[config.mk]
export PLATFORM = sky130hd
export DESIGN_NAME = mc_ctrl_fsm
export DESIGN_NICKNAME = d
export VERILOG_FILES = /design/src/rtl/mc_ctrl_fsm.sv
export SDC_FILE = /design/constraint.sdc
export NUM_CORES = 1
export LEC_CHECK = 0
export CORE_ASPECT_RATIO = 0.75
export CORE_MARGIN = 4
export CORE_UTILIZATION = 40
export CTS_CLUSTER_DIAMETER = 40
export DETAILED_ROUTE_END_ITERATION = 10
export MAX_ROUTING_LAYER = met4
export PLACE_DENSITY = 0.77
export SLEW_MARGIN = 20
export SYNTH_ARGS = -nofsm -noshare
export SYNTH_HDL_FRONTEND = slang
export SYNTH_SLANG_ARGS = --single-unit
[constraint.sdc]
create_clock -name clk -period 2.7 [get_ports clk]
set_input_delay 0.405 -clock clk [delete_from_list [all_inputs] [get_ports clk]]
set_output_delay 0.405 -clock clk [all_outputs]
set_load 0.05 [all_outputs]
[src/rtl/mc_ctrl_fsm.sv]
// rtl/mc_ctrl_fsm.sv - multi-cycle MIPS main control FSM with retired-instruction counter
// Optional DM_HANDSHAKE_EN: MRD/MWR wait for dm_ready before advancing.
module mc_ctrl_fsm #(
    parameter int CNT_W = 32
) (
    input  logic             clk,
    input  logic             rst_n,
    input  logic [5:0]       opcode,
    input  logic [5:0]       funct,
    input  logic             zero,
    input  logic             overflow,
    input  logic             dm_ready,
    output logic             pc_we,
    output logic [1:0]       pc_src,
    output logic             ir_we,
    output logic             dm_we,
    output logic             reg_we,
    output logic [1:0]       reg_dst,
    output logic [1:0]       mem_to_reg,
    output logic             alu_src_a,
    output logic [1:0]       alu_src_b,
    output logic             ext_op,
    output logic [1:0]       alu_ctr,
    output logic             illegal,
    output logic [3:0]       state_o,
    output logic [CNT_W-1:0] instr_retired
);

    localparam logic [3:0] S_IF   = 4'd0;
    localparam logic [3:0] S_ID   = 4'd1;
    localparam logic [3:0] S_EXR  = 4'd2;
    localparam logic [3:0] S_EXI  = 4'd3;
    localparam logic [3:0] S_MA   = 4'd4;
    localparam logic [3:0] S_MRD  = 4'd5;
    localparam logic [3:0] S_MWR  = 4'd6;
    localparam logic [3:0] S_WBA  = 4'd7;
    localparam logic [3:0] S_WBM  = 4'd8;
    localparam logic [3:0] S_BR   = 4'd9;
    localparam logic [3:0] S_HALT = 4'd10;

    localparam logic [5:0] OP_R    = 6'b000000;
    localparam logic [5:0] OP_ORI  = 6'b001101;
    localparam logic [5:0] OP_ADDI = 6'b001000;
    localparam logic [5:0] OP_LW   = 6'b100011;
    localparam logic [5:0] OP_SW   = 6'b101011;
    localparam logic [5:0] OP_BEQ  = 6'b000100;
    localparam logic [5:0] OP_J    = 6'b000010;

    localparam logic [5:0] FN_ADDU = 6'b100001;
    localparam logic [5:0] FN_SUBU = 6'b100011;
    localparam logic [5:0] FN_SLT  = 6'b101010;

    logic [3:0]       state_q, state_d;
    logic [CNT_W-1:0] cnt_q, cnt_d;

    logic is_r, is_addu, is_subu, is_slt, r_ok;
    logic is_ori, is_addi, is_lw, is_sw, is_beq, is_j;
    logic mem_done;

    logic [1:0] ex_src_b;
    logic       ex_ext;
    logic [1:0] ex_alu;

    assign is_r    = (opcode == OP_R);
    assign is_addu = is_r && (funct == FN_ADDU);
    assign is_subu = is_r && (funct == FN_SUBU);
    assign is_slt  = is_r && (funct == FN_SLT);
    assign r_ok    = is_addu || is_subu || is_slt;
    assign is_ori  = (opcode == OP_ORI);
    assign is_addi = (opcode == OP_ADDI);
    assign is_lw   = (opcode == OP_LW);
    assign is_sw   = (opcode == OP_SW);
    assign is_beq  = (opcode == OP_BEQ);
    assign is_j    = (opcode == OP_J);

`ifdef DM_HANDSHAKE_EN
    assign mem_done = dm_ready;
`else
    logic dm_ready_unused;
    assign dm_ready_unused = dm_ready;
    assign mem_done        = 1'b1;
`endif

    // WBA repeats the EX-stage ALU setup so zero/overflow still describe this instruction.
    always_comb begin
        ex_src_b = is_r ? 2'b00 : 2'b10;
        ex_ext   = is_addi;
        if (is_r) begin
            ex_alu = is_addu ? 2'b00 : 2'b01;
        end else begin
            ex_alu = is_ori ? 2'b10 : 2'b11;
        end
    end

    always_ff @(posedge clk or negedge rst_n) begin
        if (!rst_n) begin
            state_q <= S_IF;
            cnt_q   <= '0;
        end else begin
            state_q <= state_d;
            cnt_q   <= cnt_d;
        end
    end

    always_comb begin
        state_d = S_IF;
        case (state_q)
            S_IF:   state_d = S_ID;
            S_ID: begin
                if (is_j)                  state_d = S_IF;
                else if (is_r)             state_d = r_ok ? S_EXR : S_HALT;
                else if (is_ori || is_addi) state_d = S_EXI;
                else if (is_lw || is_sw)   state_d = S_MA;
                else if (is_beq)           state_d = S_BR;
                else                       state_d = S_HALT;
            end
            S_EXR:  state_d = S_WBA;
            S_EXI:  state_d = S_WBA;
            S_MA:   state_d = is_lw ? S_MRD : S_MWR;
            S_MRD:  state_d = mem_done ? S_WBM : S_MRD;
            S_MWR:  state_d = mem_done ? S_IF : S_MWR;
            S_WBA:  state_d = S_IF;
            S_WBM:  state_d = S_IF;
            S_BR:   state_d = S_IF;
            S_HALT: state_d = S_HALT;
            default: state_d = S_IF;
        endcase
    end

    // Every arrival in IF retires one instruction; HALT entry never does.
    always_comb begin
        cnt_d = cnt_q;
        if ((state_d == S_IF) && (state_q != S_IF)) begin
            cnt_d = cnt_q + {{(CNT_W-1){1'b0}}, 1'b1};
        end
    end

    always_comb begin
        pc_we      = 1'b0;
        pc_src     = 2'b00;
        ir_we      = 1'b0;
        dm_we      = 1'b0;
        reg_we     = 1'b0;
        reg_dst    = 2'b00;
        mem_to_reg = 2'b00;
        alu_src_a  = 1'b0;
        alu_src_b  = 2'b00;
        ext_op     = 1'b0;
        alu_ctr    = 2'b00;
        illegal    = 1'b0;
        case (state_q)
            S_IF: begin
                ir_we     = 1'b1;
                pc_we     = 1'b1;
                alu_src_b = 2'b01;
            end
            S_ID: begin
                alu_src_b = 2'b11;
                ext_op    = 1'b1;
                if (is_j) begin
                    pc_we  = 1'b1;
                    pc_src = 2'b10;
                end
            end
            S_EXR, S_EXI: begin
                alu_src_a = 1'b1;
                alu_src_b = ex_src_b;
                ext_op    = ex_ext;
                alu_ctr   = ex_alu;
            end
            S_MA: begin
                alu_src_a = 1'b1;
                alu_src_b = 2'b10;
                ext_op    = 1'b1;
            end
            S_MWR: dm_we = 1'b1;
            S_WBA: begin
                alu_src_a  = 1'b1;
                alu_src_b  = ex_src_b;
                ext_op     = ex_ext;
                alu_ctr    = ex_alu;
                reg_we     = !(is_addi && overflow);
                reg_dst    = is_r ? 2'b01 : 2'b00;
                mem_to_reg = is_slt ? 2'b10 : 2'b00;
            end
            S_WBM: begin
                reg_we     = 1'b1;
                mem_to_reg = 2'b01;
            end
            S_BR: begin
                alu_src_a = 1'b1;
                alu_ctr   = 2'b01;
                pc_we     = zero;
                pc_src    = 2'b01;
            end
            S_HALT: illegal = 1'b1;
            default: ;
        endcase
        // Enables are gated directly by rst_n so nothing writes while reset is held.
        if (!rst_n) begin
            pc_we   = 1'b0;
            ir_we   = 1'b0;
            dm_we   = 1'b0;
            reg_we  = 1'b0;
            illegal = 1'b0;
        end
    end

    assign state_o       = state_q;
    assign instr_retired = cnt_q;

endmodule

Word level (Yosys, flattened, before mapping)
Cells that the tools add are included.
W data, S select, Z words.
{ "word_totals": {"output_inout_bits": 53, "input_bits": 17, "register_bits": 36, "wordCells": 73} }
{ "op_classes": {"n_mux": 33, "addsub": 1, "n_reduce_logical": 18, "eq_ne": 19} }
{ "op_table": {"columns": ["operator", "n"], "rows": [
  ["$add A32 B1 Y32 const B", 1],
  ["$eq A6 B6 Y1 const B", 5],
  ["$pmux W4 S6", 1],
  ["$mux W4", 5],
  ["$eq A4 B3 Y1 const B", 4],
  ["$mux W1", 14],
  ["$eq A4 B4 Y1 const B", 3],
  ["$eq A6 B4 Y1 const B", 2],
  ["$mux W2", 6],
  ["$pmux W2 S2", 3],
  ["$eq A4 B2 Y1 const B", 2],
  ["$logic_not A4 Y1", 2],
  ["$pmux W2 S4", 1],
  ["$eq A6 B2 Y1 const B", 1],
  ["$eq A6 B3 Y1 const B", 1],
  ["$logic_not A6 Y1", 1],
  ["$logic_and A1 B1 Y1", 5],
  ["$reduce_or A5 Y1", 1],
  ["$eq A4 B1 Y1 const B", 1],
  ["$logic_or A1 B1 Y1", 4],
  ["$pmux W1 S2", 2],
  ["$reduce_bool A4 Y1", 1],
  ["$reduce_or A2 Y1", 2],
  ["$pmux W1 S3", 1],
  ["other kinds (2)", 2]
]} }

Depth between registers and ports, before layout
{ "logic_depth": {"depth_word": 10, "mapped_depth": 9} }

Least setup slack after synthesis
OpenSTA, ideal clock, no wires.
{ "synth_path": {"kind": "input to output", "from": "input port opcode[3]", "to": "output port pc_we", "arrival_time_ps": 3388, "path_slack_ps": -1093, "n_path_buf": 1, "required_ps": 2295, "cell_stages": 6, "path_cell_list": "buf_6 > or3_4 > or4b_2 > a21oi_1 > a31oi_1 > nor4b_1"} }
{ "synth_between": {"elab_chain_cells": 4} }
{ "synth_lines": {"columns": ["item", "line", "source"], "rows": [
  ["start, declared", "8", "input logic [5:0] opcode,"],
  ["$eq A6 B2 Y1", "74", "assign is_j = (opcode == OP_J);"],
  ["$mux W1", "160", "if (is_j) begin"],
  ["$pmux W1 S3", "151", "case (state_q)"],
  ["$mux W1", "200", "if (!rst_n) begin"],
  ["end, declared", "13", "output logic pc_we,"]
]} }
Every way passes these cells.

Worst setup path in the final report
{ "layout_path": {"from": "input port opcode[4]", "to": "output port pc_we"} }
The elaborated chain is that of the path after synthesis.

==> reports/qor.yml <==
status: "complete, no violations"
peakVddDrop_mv: 0.691
p_leak_nw: 1.50
fin_nets: 336
clk_pin_slew_ns: 0.07
max_stage_delay_ns: 0.50
clock_skew_ns: 0.00878
worstMarginPinSlew_ns: 0.813
cp_cell_sequence: "clkdlybuf4s15_1 -> or3_4 -> or4b_4 -> a21oi_2 -> a31oi_1 -> nor4b_2 -> bufbuf_16"
holdWs_ns: 0.469
reg2reg_to: "instr_retired[1]"
drc: 0
gp_congestion: 0.893
end_kind: "primary output"
async_flop_share_pct: 100
hold_violations: 0
avgSynthCellArea_um2: 9.46
grt_pass1_vias: 2076
hold_depth: 1
yosysUniqueCellTypes: 47
ios: 70
synth_ff_type: "dfrtp_1"
grt_pass1_wl_um: 10100
cap_violations: 0
finalSetupViolCount: 0
worst_r2r_startpoint: "state_o[1]"
critPathLaunchType: "primary input"
period_share_pct: 97.0
setup_slack_ns: 0.0810
cts_buffer_depth: 2
ys_seq_area_share_pct: 40.5
power_mw: 2.96
synth_nets: 253
grt_max_degree: 33
synth_warnings: 0
grt_overflow_total: 0
hpwl_um: 4530
cts_root_buffer: "clkbuf_8"
dieArea_mm2: 0.00683
die_height_um: 72.6
cts_buffers: 5
drt-initial-drc-count: 143
min_from: "instr_retired[31]"
pre_cts_slack_ns: -0.472
drt.antenna.violating_nets: 0
cts_tree: "yes"
ys_ff_latch: 36
power.density_mw_per_mm2: 882
grt_usage_pct: 19.1
antenna_cells: 0
fin_crit_ns: 2.62
final_layout_size_suffix_gt1_share_pct: 24.5
clock_sinks: 36
reg2reg_slack_ns: 0.16
antenna_found_initial: 0
dr.pass1.iters: 4
synth_edf_count: 0
num_rows: 23
clkLatencyLatePin_ns: 0.29
initial_core_util_pct: 41.5
crit_family: "simple AND/OR/NAND/NOR gates"
required_ns: 2.30
synth_area_mm2: 0.00222
via_count: 2082
post_drt_wl_per_cell_um: 15.4
maxSlewHeadroom_pct: 45.7
crit_fanout: 3
crit_slowest_cell: "or4b_4"
fp.dieW_um: 94.1
critPathKind: "in2out"
cp.arrival_ns: 2.21
rr_worst_depth: 7
area_growth_syn_to_layout_pct: 50.7
path_buf_inv: 2
vias_per_cell: 5.28
rsz0062_at_grt: "yes"
drt-total-wl_um: 6080
core_area_mm2: 0.00535
h-tree-depth: 2
final_max_slew_viol_count: 0
final_cell_mix: "clkdlybuf4s50_1, dfrtp_1, xor2_1, buf_4, nor3_1"
post-route-util_pct: 62.6
min_to: "instr_retired[31]"
synthCells: 235
port_buffers: 67
nFillCells: 451
hold_class: "reg2reg"
final_common_cell: "clkdlybuf4s50_1"
fmax_ghz: 0.382
## power breakdown
group	internal [mW]	switching, mW	total (mW)
Sequential	0.607	0.0703	0.677
Combinational	0.672	1.21	1.88
Clock	0.208	0.187	0.395
## flip-flops by register name, summed over array words and instances, names as in the netlist
signal,cells
state_o,4
instr_retired,32
## worst max-delay path by stage
| stage | startpoint | end | depth (start not counted) |
|---|---|---|---|
| finish | opcode[4] | pc_we | 7 |
| global route | funct[0] | instr_retired[26] | 8 |
| CTS | opcode[3] | pc_we | 7 |
| detailed placement | opcode[1] | instr_retired[22] | 8 |
| global placement | opcode[3] | pc_we | 7 |
| floorplan | opcode[3] | pc_we | 6 |
## metal layers
metal	GRT usage, %	vias up	wire (µm)
met5	-	-	0
met4	4.17	0	59
met3	4.15	7	264
met2	27.4	56	2800
met1	27.5	1014	2950
li1	-	1005	-
## cell usage after synthesis, types with 2 or more instances
| cell type | instances | area, µm² |
|---|---|---|
| nand2b_1 | 2 | 12.5 |
| nor2b_1 | 4 | 25.0 |
| dfrtp_1 | 36 | 901 |
| o211ai_1 | 2 | 15.0 |
| o21ai_0 | 5 | 25.0 |
| a21oi_1 | 8 | 40.0 |
| a31oi_1 | 2 | 12.5 |
| buf_6 | 2 | 22.5 |
| xor2_1 | 28 | 245 |
| or3_1 | 3 | 18.8 |
| or2_2 | 2 | 12.5 |
| xnor2_1 | 6 | 52.6 |
| nand4_1 | 5 | 31.3 |
| and3_1 | 6 | 37.5 |
| nand3b_1 | 2 | 15.0 |
| nor4b_1 | 2 | 17.5 |
| nor4_1 | 3 | 18.8 |
| and4_1 | 2 | 17.5 |
| o41ai_1 | 2 | 17.5 |
| clkbuf_1 | 6 | 22.5 |
| inv_1 | 7 | 26.3 |
| nor2_1 | 15 | 56.3 |
| nor3_1 | 19 | 95.1 |
| nor4_2 | 10 | 125 |
| or4b_2 | 2 | 20.0 |
| nand2_1 | 15 | 56.3 |
| or4_1 | 2 | 15.0 |
| buf_2 | 5 | 25.0 |
| nand3_1 | 14 | 70.1 |
## worst reg2reg max path: cells and delay by family (launching register included)
| kind | cells | cell delay, ns |
|---|---|---|
| AO/OA/AOI/OAI | 2 | 0.48 |
| AND/OR/NAND/NOR | 2 | 0.93 |
| flip-flops | 1 | 0.40 |
| buffers and inverters | 2 | 0.30 |
| multiplexers | 1 | 0.32 |
## area by class of cell
cell class	count	area (µm²)	area share (%)
Inverter	7	26.3	0.784
Clock buffer	8	90.1	2.69
Multi-Input combinational cell	177	1330	39.5
Timing Repair Buffer	91	913	27.3
Sequential cell	36	902	26.9
Tap cell	75	93.8	2.80
## kinds of logic after synthesis
logic type,Yosys count,share of synthesized area (%)
AO/OA/AOI/OAI,27,8.84
adder cells (fa/ha/maj),1,0.563
multiplexers,2,0.957
XOR/XNOR,34,13.4
buffers and inverters,22,4.84
flip-flops,36,40.5
other,1,0.169
AND/OR/NAND/NOR,112,30.7
## through the flow
| step | cell area [µm²] | setup TNS [ns] | std cells |
|---|---|---|---|
| after detailed placement | 3130 | -11.74 | 382 |
| final | 3350 | 0 | 394 |
| after global placement | 3130 | -8.43 | 382 |
| after global routing | 3350 | -0.0248 | 394 |
| after floorplan | 2250 | -0.527 | 235 |
| after CTS | 3320 | 0 | 393 |
## what timing repair did
| item | 4_1_cts | 5_1_grt |
|---|---|---|
| gates resized for setup | 33 | 4 |
| hold endpoints to repair | 4 | 0 |
| hold buffers | 1 | 0 |
| buffers inserted | 2 | 1 |
| pin swaps | 9 | 4 |
| setup endpoints to repair | 25 | 4 |
Power figures use the tool's default switching activity.
